## src/rtl/cache_pkg.sv

```systemverilog
// Shared definitions for the 2-way set-associative write-allocate data cache:
// geometry, address-field helpers, line type and controller state encoding.
// Optional build macro CACHE_WRITE_THROUGH_EN adds the ST_WT_WRITE state.
package cache_pkg;

  localparam int ADDR_W         = 10;
  localparam int DATA_W         = 32;
  localparam int WORDS_PER_LINE = 4;
  localparam int NUM_SETS       = 4;

  localparam int BYTE_W     = 2;
  localparam int WORD_SEL_W = $clog2(WORDS_PER_LINE);
  localparam int OFFSET_W   = BYTE_W + WORD_SEL_W;
  localparam int INDEX_W    = $clog2(NUM_SETS);
  localparam int TAG_W      = ADDR_W - OFFSET_W - INDEX_W;
  localparam int LINE_W     = DATA_W * WORDS_PER_LINE;

  typedef logic [ADDR_W-1:0]     addr_t;
  typedef logic [DATA_W-1:0]     word_t;
  typedef logic [LINE_W-1:0]     line_t;
  typedef logic [TAG_W-1:0]      tag_t;
  typedef logic [INDEX_W-1:0]    index_t;
  typedef logic [WORD_SEL_W-1:0] word_sel_t;

  typedef enum logic [2:0] {
    ST_IDLE      = 3'd0,
    ST_COMPARE   = 3'd1,
    ST_WRITEBACK = 3'd2,
    ST_ALLOCATE  = 3'd3
`ifdef CACHE_WRITE_THROUGH_EN
    ,
    ST_WT_WRITE  = 3'd4
`endif
  } state_t;

  function automatic tag_t addr_tag(input addr_t a);
    return a[ADDR_W-1 -: TAG_W];
  endfunction

  function automatic index_t addr_index(input addr_t a);
    return a[OFFSET_W +: INDEX_W];
  endfunction

  function automatic word_sel_t addr_word(input addr_t a);
    return a[BYTE_W +: WORD_SEL_W];
  endfunction

  // Line-aligned memory address built from a tag and a set index.
  function automatic addr_t line_addr(input tag_t t, input index_t i);
    return {t, i, {OFFSET_W{1'b0}}};
  endfunction

  function automatic word_t get_word(input line_t line, input word_sel_t sel);
    return line[int'(sel) * DATA_W +: DATA_W];
  endfunction

  function automatic line_t put_word(input line_t line, input word_sel_t sel,
                                     input word_t w);
    line_t r;
    r = line;
    r[int'(sel) * DATA_W +: DATA_W] = w;
    return r;
  endfunction

endpackage

```

## src/rtl/cache_way_array.sv

```systemverilog
// One way of the cache: per-set valid/dirty/tag bits and line storage.
// Reads are combinational at i_index; a fill writes a whole line, a store
// writes one word. With CACHE_WRITE_THROUGH_EN the dirty bit is tied to 0.
module cache_way_array
  import cache_pkg::*;
(
  input  logic      clk,
  input  logic      reset,
  input  index_t    i_index,
  input  logic      i_fill_we,
  input  tag_t      i_fill_tag,
  input  line_t     i_fill_line,
  input  logic      i_word_we,
  input  word_sel_t i_word_sel,
  input  word_t     i_word_data,
  output logic      o_valid,
  output logic      o_dirty,
  output tag_t      o_tag,
  output line_t     o_line
);

  logic [NUM_SETS-1:0] r_valid;
  tag_t                r_tag  [NUM_SETS];
  line_t               r_data [NUM_SETS];

  // Valid bits: cleared by reset, set when a line is filled from memory.
  always_ff @(posedge clk or posedge reset) begin
    if (reset) begin
      r_valid <= '0;
    end else if (i_fill_we) begin
      r_valid[i_index] <= 1'b1;
    end
  end

`ifndef CACHE_WRITE_THROUGH_EN
  logic [NUM_SETS-1:0] r_dirty;

  // Dirty bits: a fresh fill is clean, any store marks the line dirty.
  always_ff @(posedge clk or posedge reset) begin
    if (reset) begin
      r_dirty <= '0;
    end else if (i_fill_we) begin
      r_dirty[i_index] <= 1'b0;
    end else if (i_word_we) begin
      r_dirty[i_index] <= 1'b1;
    end
  end

  assign o_dirty = r_dirty[i_index];
`else
  assign o_dirty = 1'b0;
`endif

  // Tag and line storage; contents only matter once the valid bit is set.
  always_ff @(posedge clk) begin
    if (i_fill_we) begin
      r_tag[i_index]  <= i_fill_tag;
      r_data[i_index] <= i_fill_line;
    end else if (i_word_we) begin
      r_data[i_index] <= put_word(r_data[i_index], i_word_sel, i_word_data);
    end
  end

  assign o_valid = r_valid[i_index];
  assign o_tag   = r_tag[i_index];
  assign o_line  = r_data[i_index];

endmodule

```

## src/rtl/cache_controller.sv

```systemverilog
// Sequencing FSM for a 2-way set-associative write-allocate data cache.
// Latches one CPU access, looks it up in both ways, and on a miss writes back
// a dirty victim and fetches the line over the mem_req/mem_ready handshake.
// Build macro CACHE_WRITE_THROUGH_EN: stores also write the updated line to
// memory (ST_WT_WRITE) and lines never become dirty.
module cache_controller
  import cache_pkg::*;
(
  input  logic              clk,
  input  logic              reset,
  input  logic              cpu_req,
  input  logic              cpu_read_write,
  input  logic [ADDR_W-1:0] cpu_address,
  input  logic [DATA_W-1:0] cpu_write_data,
  output logic              cpu_ready,
  output logic [DATA_W-1:0] cpu_read_data,
  output logic              cpu_hit,
  output logic              mem_req,
  output logic              mem_we,
  output logic [ADDR_W-1:0] mem_addr,
  output logic [LINE_W-1:0] mem_wdata,
  input  logic [LINE_W-1:0] mem_rdata,
  input  logic              mem_ready
);

  state_t              r_state;
  state_t              w_next_state;
  logic                r_miss;
  logic                r_victim;
  logic [NUM_SETS-1:0] r_lru;

  logic  r_req_rw;
  addr_t r_req_addr;
  word_t r_req_wdata;

  index_t    w_index;
  tag_t      w_tag;
  word_sel_t w_word;

  logic [1:0] w_valid;
  logic [1:0] w_dirty;
  tag_t       w_way_tag  [2];
  line_t      w_way_line [2];

  logic       w_hit0;
  logic       w_hit1;
  logic       w_hit;
  logic       w_hit_way;
  logic       w_victim;
  logic       w_accept;
  logic       w_set_miss;
  logic       w_lru_upd;
  logic [1:0] w_fill_we;
  logic [1:0] w_word_we;

  assign w_index  = addr_index(r_req_addr);
  assign w_tag    = addr_tag(r_req_addr);
  assign w_word   = addr_word(r_req_addr);
  assign w_accept = (r_state == ST_IDLE) && cpu_req;

  assign w_hit0    = w_valid[0] && (w_way_tag[0] == w_tag);
  assign w_hit1    = w_valid[1] && (w_way_tag[1] == w_tag);
  assign w_hit     = w_hit0 || w_hit1;
  assign w_hit_way = w_hit1 && !w_hit0;

  // Prefer an invalid way (way 0 first), otherwise replace the LRU way.
  assign w_victim = !w_valid[0] ? 1'b0 :
                    !w_valid[1] ? 1'b1 : r_lru[w_index];

  for (genvar g = 0; g < 2; g++) begin : g_way
    cache_way_array u_way (
      .clk         (clk),
      .reset       (reset),
      .i_index     (w_index),
      .i_fill_we   (w_fill_we[g]),
      .i_fill_tag  (w_tag),
      .i_fill_line (mem_rdata),
      .i_word_we   (w_word_we[g]),
      .i_word_sel  (w_word),
      .i_word_data (r_req_wdata),
      .o_valid     (w_valid[g]),
      .o_dirty     (w_dirty[g]),
      .o_tag       (w_way_tag[g]),
      .o_line      (w_way_line[g])
    );
  end

`ifdef CACHE_WRITE_THROUGH_EN
  logic r_way;
`endif

  // Control state: FSM register, miss flag, victim choice and LRU bits.
  always_ff @(posedge clk or posedge reset) begin
    if (reset) begin
      r_state  <= ST_IDLE;
      r_miss   <= 1'b0;
      r_victim <= 1'b0;
      r_lru    <= '0;
`ifdef CACHE_WRITE_THROUGH_EN
      r_way    <= 1'b0;
`endif
    end else begin
      r_state <= w_next_state;
      if (w_accept) begin
        r_miss <= 1'b0;
      end
      if (w_set_miss) begin
        r_miss   <= 1'b1;
        r_victim <= w_victim;
      end
      if (w_lru_upd) begin
        r_lru[w_index] <= ~w_hit_way;
`ifdef CACHE_WRITE_THROUGH_EN
        r_way          <= w_hit_way;
`endif
      end
    end
  end

  // Capture the CPU access when it is accepted in IDLE.
  always_ff @(posedge clk) begin
    if (w_accept) begin
      r_req_rw    <= cpu_read_write;
      r_req_addr  <= cpu_address;
      r_req_wdata <= cpu_write_data;
    end
  end

  // Next-state logic and all controller outputs; everything idles at 0.
  always_comb begin
    w_next_state  = r_state;
    cpu_ready     = 1'b0;
    cpu_read_data = '0;
    cpu_hit       = 1'b0;
    mem_req       = 1'b0;
    mem_we        = 1'b0;
    mem_addr      = '0;
    mem_wdata     = '0;
    w_fill_we     = 2'b00;
    w_word_we     = 2'b00;
    w_set_miss    = 1'b0;
    w_lru_upd     = 1'b0;
    case (r_state)
      ST_IDLE: begin
        if (cpu_req) begin
          w_next_state = ST_COMPARE;
        end
      end
      ST_COMPARE: begin
        if (w_hit) begin
          w_lru_upd = 1'b1;
          if (r_req_rw) begin
            w_word_we[w_hit_way] = 1'b1;
`ifdef CACHE_WRITE_THROUGH_EN
            w_next_state = ST_WT_WRITE;
`else
            cpu_ready    = 1'b1;
            cpu_hit      = ~r_miss;
            w_next_state = ST_IDLE;
`endif
          end else begin
            cpu_ready     = 1'b1;
            cpu_hit       = ~r_miss;
            cpu_read_data = get_word(w_way_line[w_hit_way], w_word);
            w_next_state  = ST_IDLE;
          end
        end else begin
          w_set_miss = 1'b1;
          if (w_valid[w_victim] && w_dirty[w_victim]) begin
            w_next_state = ST_WRITEBACK;
          end else begin
            w_next_state = ST_ALLOCATE;
          end
        end
      end
      ST_WRITEBACK: begin
        mem_req   = 1'b1;
        mem_we    = 1'b1;
        mem_addr  = line_addr(w_way_tag[r_victim], w_index);
        mem_wdata = w_way_line[r_victim];
        if (mem_ready) begin
          w_next_state = ST_ALLOCATE;
        end
      end
      ST_ALLOCATE: begin
        mem_req  = 1'b1;
        mem_addr = line_addr(w_tag, w_index);
        if (mem_ready) begin
          w_fill_we[r_victim] = 1'b1;
          w_next_state        = ST_COMPARE;
        end
      end
`ifdef CACHE_WRITE_THROUGH_EN
      ST_WT_WRITE: begin
        mem_req   = 1'b1;
        mem_we    = 1'b1;
        mem_addr  = line_addr(w_tag, w_index);
        mem_wdata = w_way_line[r_way];
        if (mem_ready) begin
          cpu_ready    = 1'b1;
          cpu_hit      = ~r_miss;
          w_next_state = ST_IDLE;
        end
      end
`endif
      default: begin
        w_next_state = ST_IDLE;
      end
    endcase
  end

endmodule

```

## config.mk

```make
export PLATFORM = sky130hd
export DESIGN_NAME = cache_controller
export DESIGN_NICKNAME = d
export VERILOG_FILES = /design/src/rtl/cache_pkg.sv /design/src/rtl/cache_way_array.sv /design/src/rtl/cache_controller.sv
export SDC_FILE = /design/constraint.sdc
export NUM_CORES = 2
export LEC_CHECK = 0
export ABC_AREA = 1
export CAP_MARGIN = 10
export CORE_MARGIN = 2
export CORE_UTILIZATION = 45
export DETAILED_ROUTE_END_ITERATION = 12
export HOLD_SLACK_MARGIN = 0.15
export SYNTH_ARGS = -nofsm -noshare
export SYNTH_HDL_FRONTEND = slang
export SYNTH_SLANG_ARGS = --single-unit
export TNS_END_PERCENT = 30
```

## constraint.sdc

```tcl
create_clock -name clk -period 20 [get_ports clk]
set_clock_uncertainty 0.05 [all_clocks]
set_input_delay 4 -clock clk [delete_from_list [all_inputs] [get_ports clk]]
set_output_delay 4 -clock clk [all_outputs]
set_load 0.005 [all_outputs]
```

# After elaboration in Yosys (flattened, before gate mapping)

Memories as Yosys holds them, arrays and structs flattened. A register that Yosys moved wholly into a read port is not among the register bits.
Cells that the tools add are included.

Add/subtract/negate cells: 1
Order comparisons: 9
Equal/unequal tests: 8
Shift-type cells: 3
Multiplexer cells: 80
Bitwise gates (word level): 13
Reduce and logical (&&, ||, !) cells: 16

Operators with widths:

| cell                                                                       | number |
|---|---|
| 128-bit two-way mux                                                        | 9 |
| 128-bit bitwise mux                                                        | 2 |
| 32-bit by 33-bit variable shift with 128-bit output (first input constant) | 1 |
| 128-bit by 8-bit indexed part select with 32-bit output                    | 1 |
| 32-bit by 33-bit indexed part select with 128-bit output                   | 1 |
| 32-bit two-way mux                                                         | 3 |
| 1-bit two-way mux                                                          | 35 |
| 7-bit negator with 33-bit output                                           | 1 |
| 4-bit two-way mux                                                          | 7 |
| 2-bit two-way mux                                                          | 10 |
| 10-bit case mux with 2 select lines                                        | 1 |
| 4-bit OR                                                                   | 4 |
| 3-bit case mux with 4 select lines                                         | 1 |
| 1-bit binary-select mux with 2-bit select                                  | 5 |
| 3-bit two-way mux                                                          | 3 |
| 4-bit bitwise AND                                                          | 2 |
| 4-bit == test                                                              | 2 |
| 1-bit logical AND                                                          | 8 |
| 3-bit by 2-bit == test with 1-bit output (second input constant)           | 2 |
| 1-bit by 2-bit < comparator with 1-bit output (second input constant)      | 3 |
| 2-bit != test (second input constant)                                      | 3 |
| 2-bit nonzero test                                                         | 3 |
| 4-bit bitwise mux                                                          | 1 |
| 2-bit >= comparator (second input constant)                                | 2 |
| other kinds (15)                                                           | 20 |

Register bits: 68
Memory bits (writable): 1056
Input port bits: 175
Output and inout port bits: 174
Memories kept: 4

Memories:

| memory                | words | width | read ports | clocked after Yosys merged registers in | write ports | line                  | RTL |
|---|---|---|---|---|---|---|---|
| g_way[0].u_way.r_data | 4     | 128   | 1          | 1                                       | 1           | cache_way_array.sv:24 | `line_t r_data [NUM_SETS];` |
| g_way[1].u_way.r_data | 4     | 128   | 1          | 1                                       | 1           | cache_way_array.sv:24 |  |
| g_way[0].u_way.r_tag  | 4     | 4     | 1          | 1                                       | 1           | cache_way_array.sv:23 | `tag_t r_tag [NUM_SETS];` |
| g_way[1].u_way.r_tag  | 4     | 4     | 1          | 1                                       | 1           | cache_way_array.sv:23 |  |

# Depth between registers and ports, before layout

Depth in word-level cells: 16
Mapped depth: 18
Gate-level depth less buffers: 15

# By module

From an unflattened synthesis, not the netlist that was laid out.

Cells, all modules: 6779
Area, all modules: 57274.9 um^2

Modules (own cells, without submodules):

| module                            | times used | cells an instance | area each (um^2) | seq. area each (um^2) |
|---|---|---|---|---|
| cache_way_array at g_way[1].u_way | 1          | 2756              | 25157.9          | 16055.4 |
| cache_way_array at g_way[0].u_way | 1          | 2724              | 25097.8          | 16055.4 |
| cache_controller                  | 1          | 1299              | 7019.2           | 1431.4 |

# Least setup slack after synthesis

Ideal clock, no wire load.

Kind: in2reg
Start: input port mem_ready
End: memory g_way[1].u_way.r_data[1][0] in the netlist's numbering (enable)
Data arrival time: 10.510 ns
Path slack: 8.782 ns
Cell stages on the path: 4
Path through: inv_1 nor3_1 inv_1 a21oi_1

Longest elaborated chain between the ends: 5

Ends and longest elaborated chain:

| element                                     | line                                         | RTL |
|---|---|---|
| start, declared                             | cache_controller.sv:23                       | `input logic mem_ready` |
| 2-bit two-way mux (*)                       | cache_controller.sv:188                      | `if (mem_ready) begin` |
| 2-bit two-way mux (*)                       | cache_controller.sv:143                      | `case (r_state)` |
| 1-bit two-way mux                           | cache_way_array.sv:56                        | `if (i_fill_we) begin` |
| 1-bit two-way mux, on equally long branches | cache_way_array.sv:58, cache_way_array.sv:60 |  |
| 1-bit OR (no source line) (*)               | --                                           |  |
| end, declared                               | cache_way_array.sv:24                        |  |

Mark *: on every way between the ends. The rest lies on a longest branch, timed or not.

==> flow_summary.yaml <==
yosys:
  yosys-top-cells-area: "edfxtp_1 63%, nand2_1 12%, o21ai_0 4.6%, a32o_1 4.3%, a21oi_1 3.8%"
  ys_seq_elements: 1123
  synth_flop_cell: "edfxtp_1"
  synth_top_area_share: 0.6266
  ys_top_cells_by_count: "1641 x nand2_1, 1097 x edfxtp_1, 480 x o21ai_0, 400 x a21oi_1, 328 x inv_1"
  synth_warnings: 0
  async_flop_share: 0.02137
  synth_edf_count: 1097
  synth_seq_area_share: 0.6388
  yosys.area.top_type: "edfxtp_1"
  synth_most_common_cell: "nand2_1"
  syn_area_sq_um: 52570
  syn_inst: 5251
  avgSynthCellArea_sq_um: 10.01
  ys_types: 34
timing:
  fin_crit_sh: 0.5249
  finalSetupViolCount: 0
  max-slew-margin-rel: 0.1984
  fmax_ghz: 0.09525
  fin_ws_ns: 9.502
  tns_ns: 0
  worst_pin_slew_ns: 1.202
  rsz0062_at_grt: "no"
  period_minus_slack_ns: 10.50
  slew_viol_final: 0
  finalHoldViolCount: 0
floorplanning:
  num_rows: 125
  initial_utilization: 0.4530
  core-area_sq_um: 116000
  die_area_sq_um: 119600
  die_w_microns: 345.8
  ios: 349
  die_height_microns: 345.8
clocking:
  cts.hold.buffers_added: 0
  cts_tree: "done"
  clockBufferDepth: 3
  cts_setup_buffers: 0
  clkTransAtPathRegs_ns: 0.06
  cts_root_buf: "clkbuf_16"
  clock-sinks: 1123
  cts_made_buffers: 121
  htree_levels: 3
  cts.repair.resized: 0
  insertion_delay_ns: 0.73
critical_path:
  startpoint_type: "flop"
  cp.required_ns: 15.95
  cpPeakStageDelay_ns: 0.82
  crit_fanout: 183
  path_buf_inv: 3
  critPathArrivalTime_ns: 6.45
  end_kind: "output port"
  cp_top_family: "simple AND/OR/NAND/NOR gates"
  cp_common_cell: "nor2_1"
  slowest_stage: "buf_4"
  crit_chain: "buf_12 > nand2_1 > nand2_1 > nand2_1 > nand2_1 > nor2_1 > nor2_1 > nand3_4 > nand2_8 > buf_4 > nor2_1 > nor2_1 > nor2_1 > nor2_1 > clkdlybuf4s50_1"
  worstSetupPathType: "reg -> out"
detailed_routing:
  num_vias: 41040
  wirelength_mm: 179.7
  ant_nets: 0
  first_pass_iters: 9
  first_iter_violations: 5318
  viasPerCell: 5.868
  avgRoutedWirePerCell_microns: 25.70
  post-route-drc-count: 0
power:
  power.total_w: 0.006954
  powerDensity_nw_per_um2: 114.4
  p_leak_nw: 21.99
  ir_drop_v: 0.00007858
place:
  gp_congestion: 1.002
  pre_cts_slack_ns: 10.09
  dpl_cell_area_sq_um: 56920
  hpwlAfterDp_mm: 107.2
  io_buffer_count: 342
layout:
  final_area_sq_um: 60760
  final_core_util: 0.5236
  nets: 5553
  antenna_cells: 0
  fillers: 10410
  drive_gt1_frac: 0.04735
  synthToLayoutAreaGrowth_pct: 15.58
global_routing:
  grt_first_pass_wirelength_mm: 257.4
  overflow: 0
  grt_pass1_vias: 37230
  grt_max_degree: 228
  antenna_found_initial: 2
  grtUsageTotal: 0.2925
outcome:
  status: "complete, no violations"
worst_hold_path:
  hold_class: "reg -> reg"
flow_run:
  cap_viol_max_count: 0
[logic make-up (layout without fill, tap and decap cells)]
family | after synthesis | in the layout | synth area share
AND/OR/NAND/NOR | 2163 | 2163 | 0.1635
AO/OA/AOI/OAI | 1226 | 1226 | 0.1405
flip-flops | 1123 | 1123 | 0.6388
buffers and inverters | 732 | 948 | 0.05579
adder cells (fa/ha/maj) | 5 | 5 | 0.001190
other | 1 | 4 | 0.00007133
XOR/XNOR | 1 | 1 | 0.0001666
[stage by stage]
stage / cells / hold WS (ns)
6_report: 6994 / 0.3978
2_1_floorplan: 5254 / 0.3694
3_5_place_dp: 6773 / 0.3924
3_3_place_gp: 6773 / 0.3833
4_1_cts: 6993 / 0.4058
5_1_grt: 6994 / 0.4319
[final timing paths]
path,startpoint,end,slack (ns),cells after the start
max,flop,cpu_read_data[27],9.50,15
min,g_way[1].u_way.r_valid[0],g_way[1].u_way.r_valid[0],0.40,2
max reg2reg,flop,g_way[1].u_way.r_data[0][16],14.26,15
min reg2reg,g_way[1].u_way.r_valid[0],g_way[1].u_way.r_valid[0],0.40,2
max in group asynchronous,reset,r_victim,15.39,2
min in group asynchronous,reset,r_miss,3.78,2
[layout by cell type (no fill, tap or decap), types with 3 or more instances in the layout]
cell / netlist / layout
o21ai_0: 480 / 480
or2_2: 4 / 4
nor2_4: 2 / 6
clkinvlp_4: 0 / 6
o22ai_1: 5 / 5
nor2_1: 190 / 184
inv_6: 0 / 6
nand3_1: 313 / 313
inv_1: 328 / 326
nor2_2: 1 / 3
nand2_1: 1641 / 1638
nand2_2: 3 / 3
a21oi_4: 0 / 3
bufinv_16: 0 / 11
clkinv_1: 0 / 26
dfrtp_1: 24 / 23
clkdlybuf4s50_1: 0 / 342
buf_12: 0 / 12
clkbuf_1: 305 / 29
edfxtp_1: 1097 / 1097
clkbuf_16: 0 / 122
a21oi_1: 400 / 397
clkinv_2: 0 / 17
buf_4: 26 / 35
inv_2: 9 / 6
nand2_4: 1 / 3
clkinv_4: 0 / 4
conb_1: 1 / 4
a32o_1: 224 / 224
a32oi_1: 32 / 32
ha_2: 0 / 4
o21ai_1: 83 / 83
[per-layer routing]
| metal | vias up | global-route usage | share of wire |
|---|---|---|---|
| met5 | - | 0 | 0 |
| met4 | 0 | 0.1511 | 0.058 |
| met3 | 335 | 0.06799 | 0.10 |
| met2 | 2149 | 0.4452 | 0.45 |
| met1 | 19920 | 0.3919 | 0.40 |
| li1 | 18630 | - | - |
[final cells by class]
| class | count | area (sq um) | area share |
|---|---|---|---|
| Clock inverter | 69 | 664.4 | 0.01093 |
| Sequential cell | 1123 | 33590 | 0.5528 |
| Timing Repair Buffer | 390 | 3941 | 0.06486 |
| Clock buffer | 151 | 3162 | 0.05204 |
| Multi-Input combinational cell | 3399 | 16190 | 0.2665 |
| Inverter | 338 | 1306 | 0.02150 |
| Tap cell | 1524 | 1907 | 0.03138 |
[power by group]
part	internal, W	switching, W
Clock	0.00126	0.000932
Sequential	0.00277	0.0000864
Combinational	0.000602	0.00131
Total	0.00463	0.00233
[sequential cells by signal, summed over array words and instances (netlist names), named ones only]
name,cells
r_req_wdata,32
r_lru,4
r_miss,1
g_way.u_way.r_data,1024
r_victim,1
r_state,2
g_way.u_way.r_valid,8
r_req_rw,1
g_way.u_way.r_tag,32
r_req_addr,8
[worst register-to-register path: cells and delay by family (launching register included)]
kind	cells	cell delay, ns
AND/OR/NAND/NOR	11	2.34
flip-flops	1	0.70
buffers and inverters	4	2.09
Power figures use the tool's default switching activity.
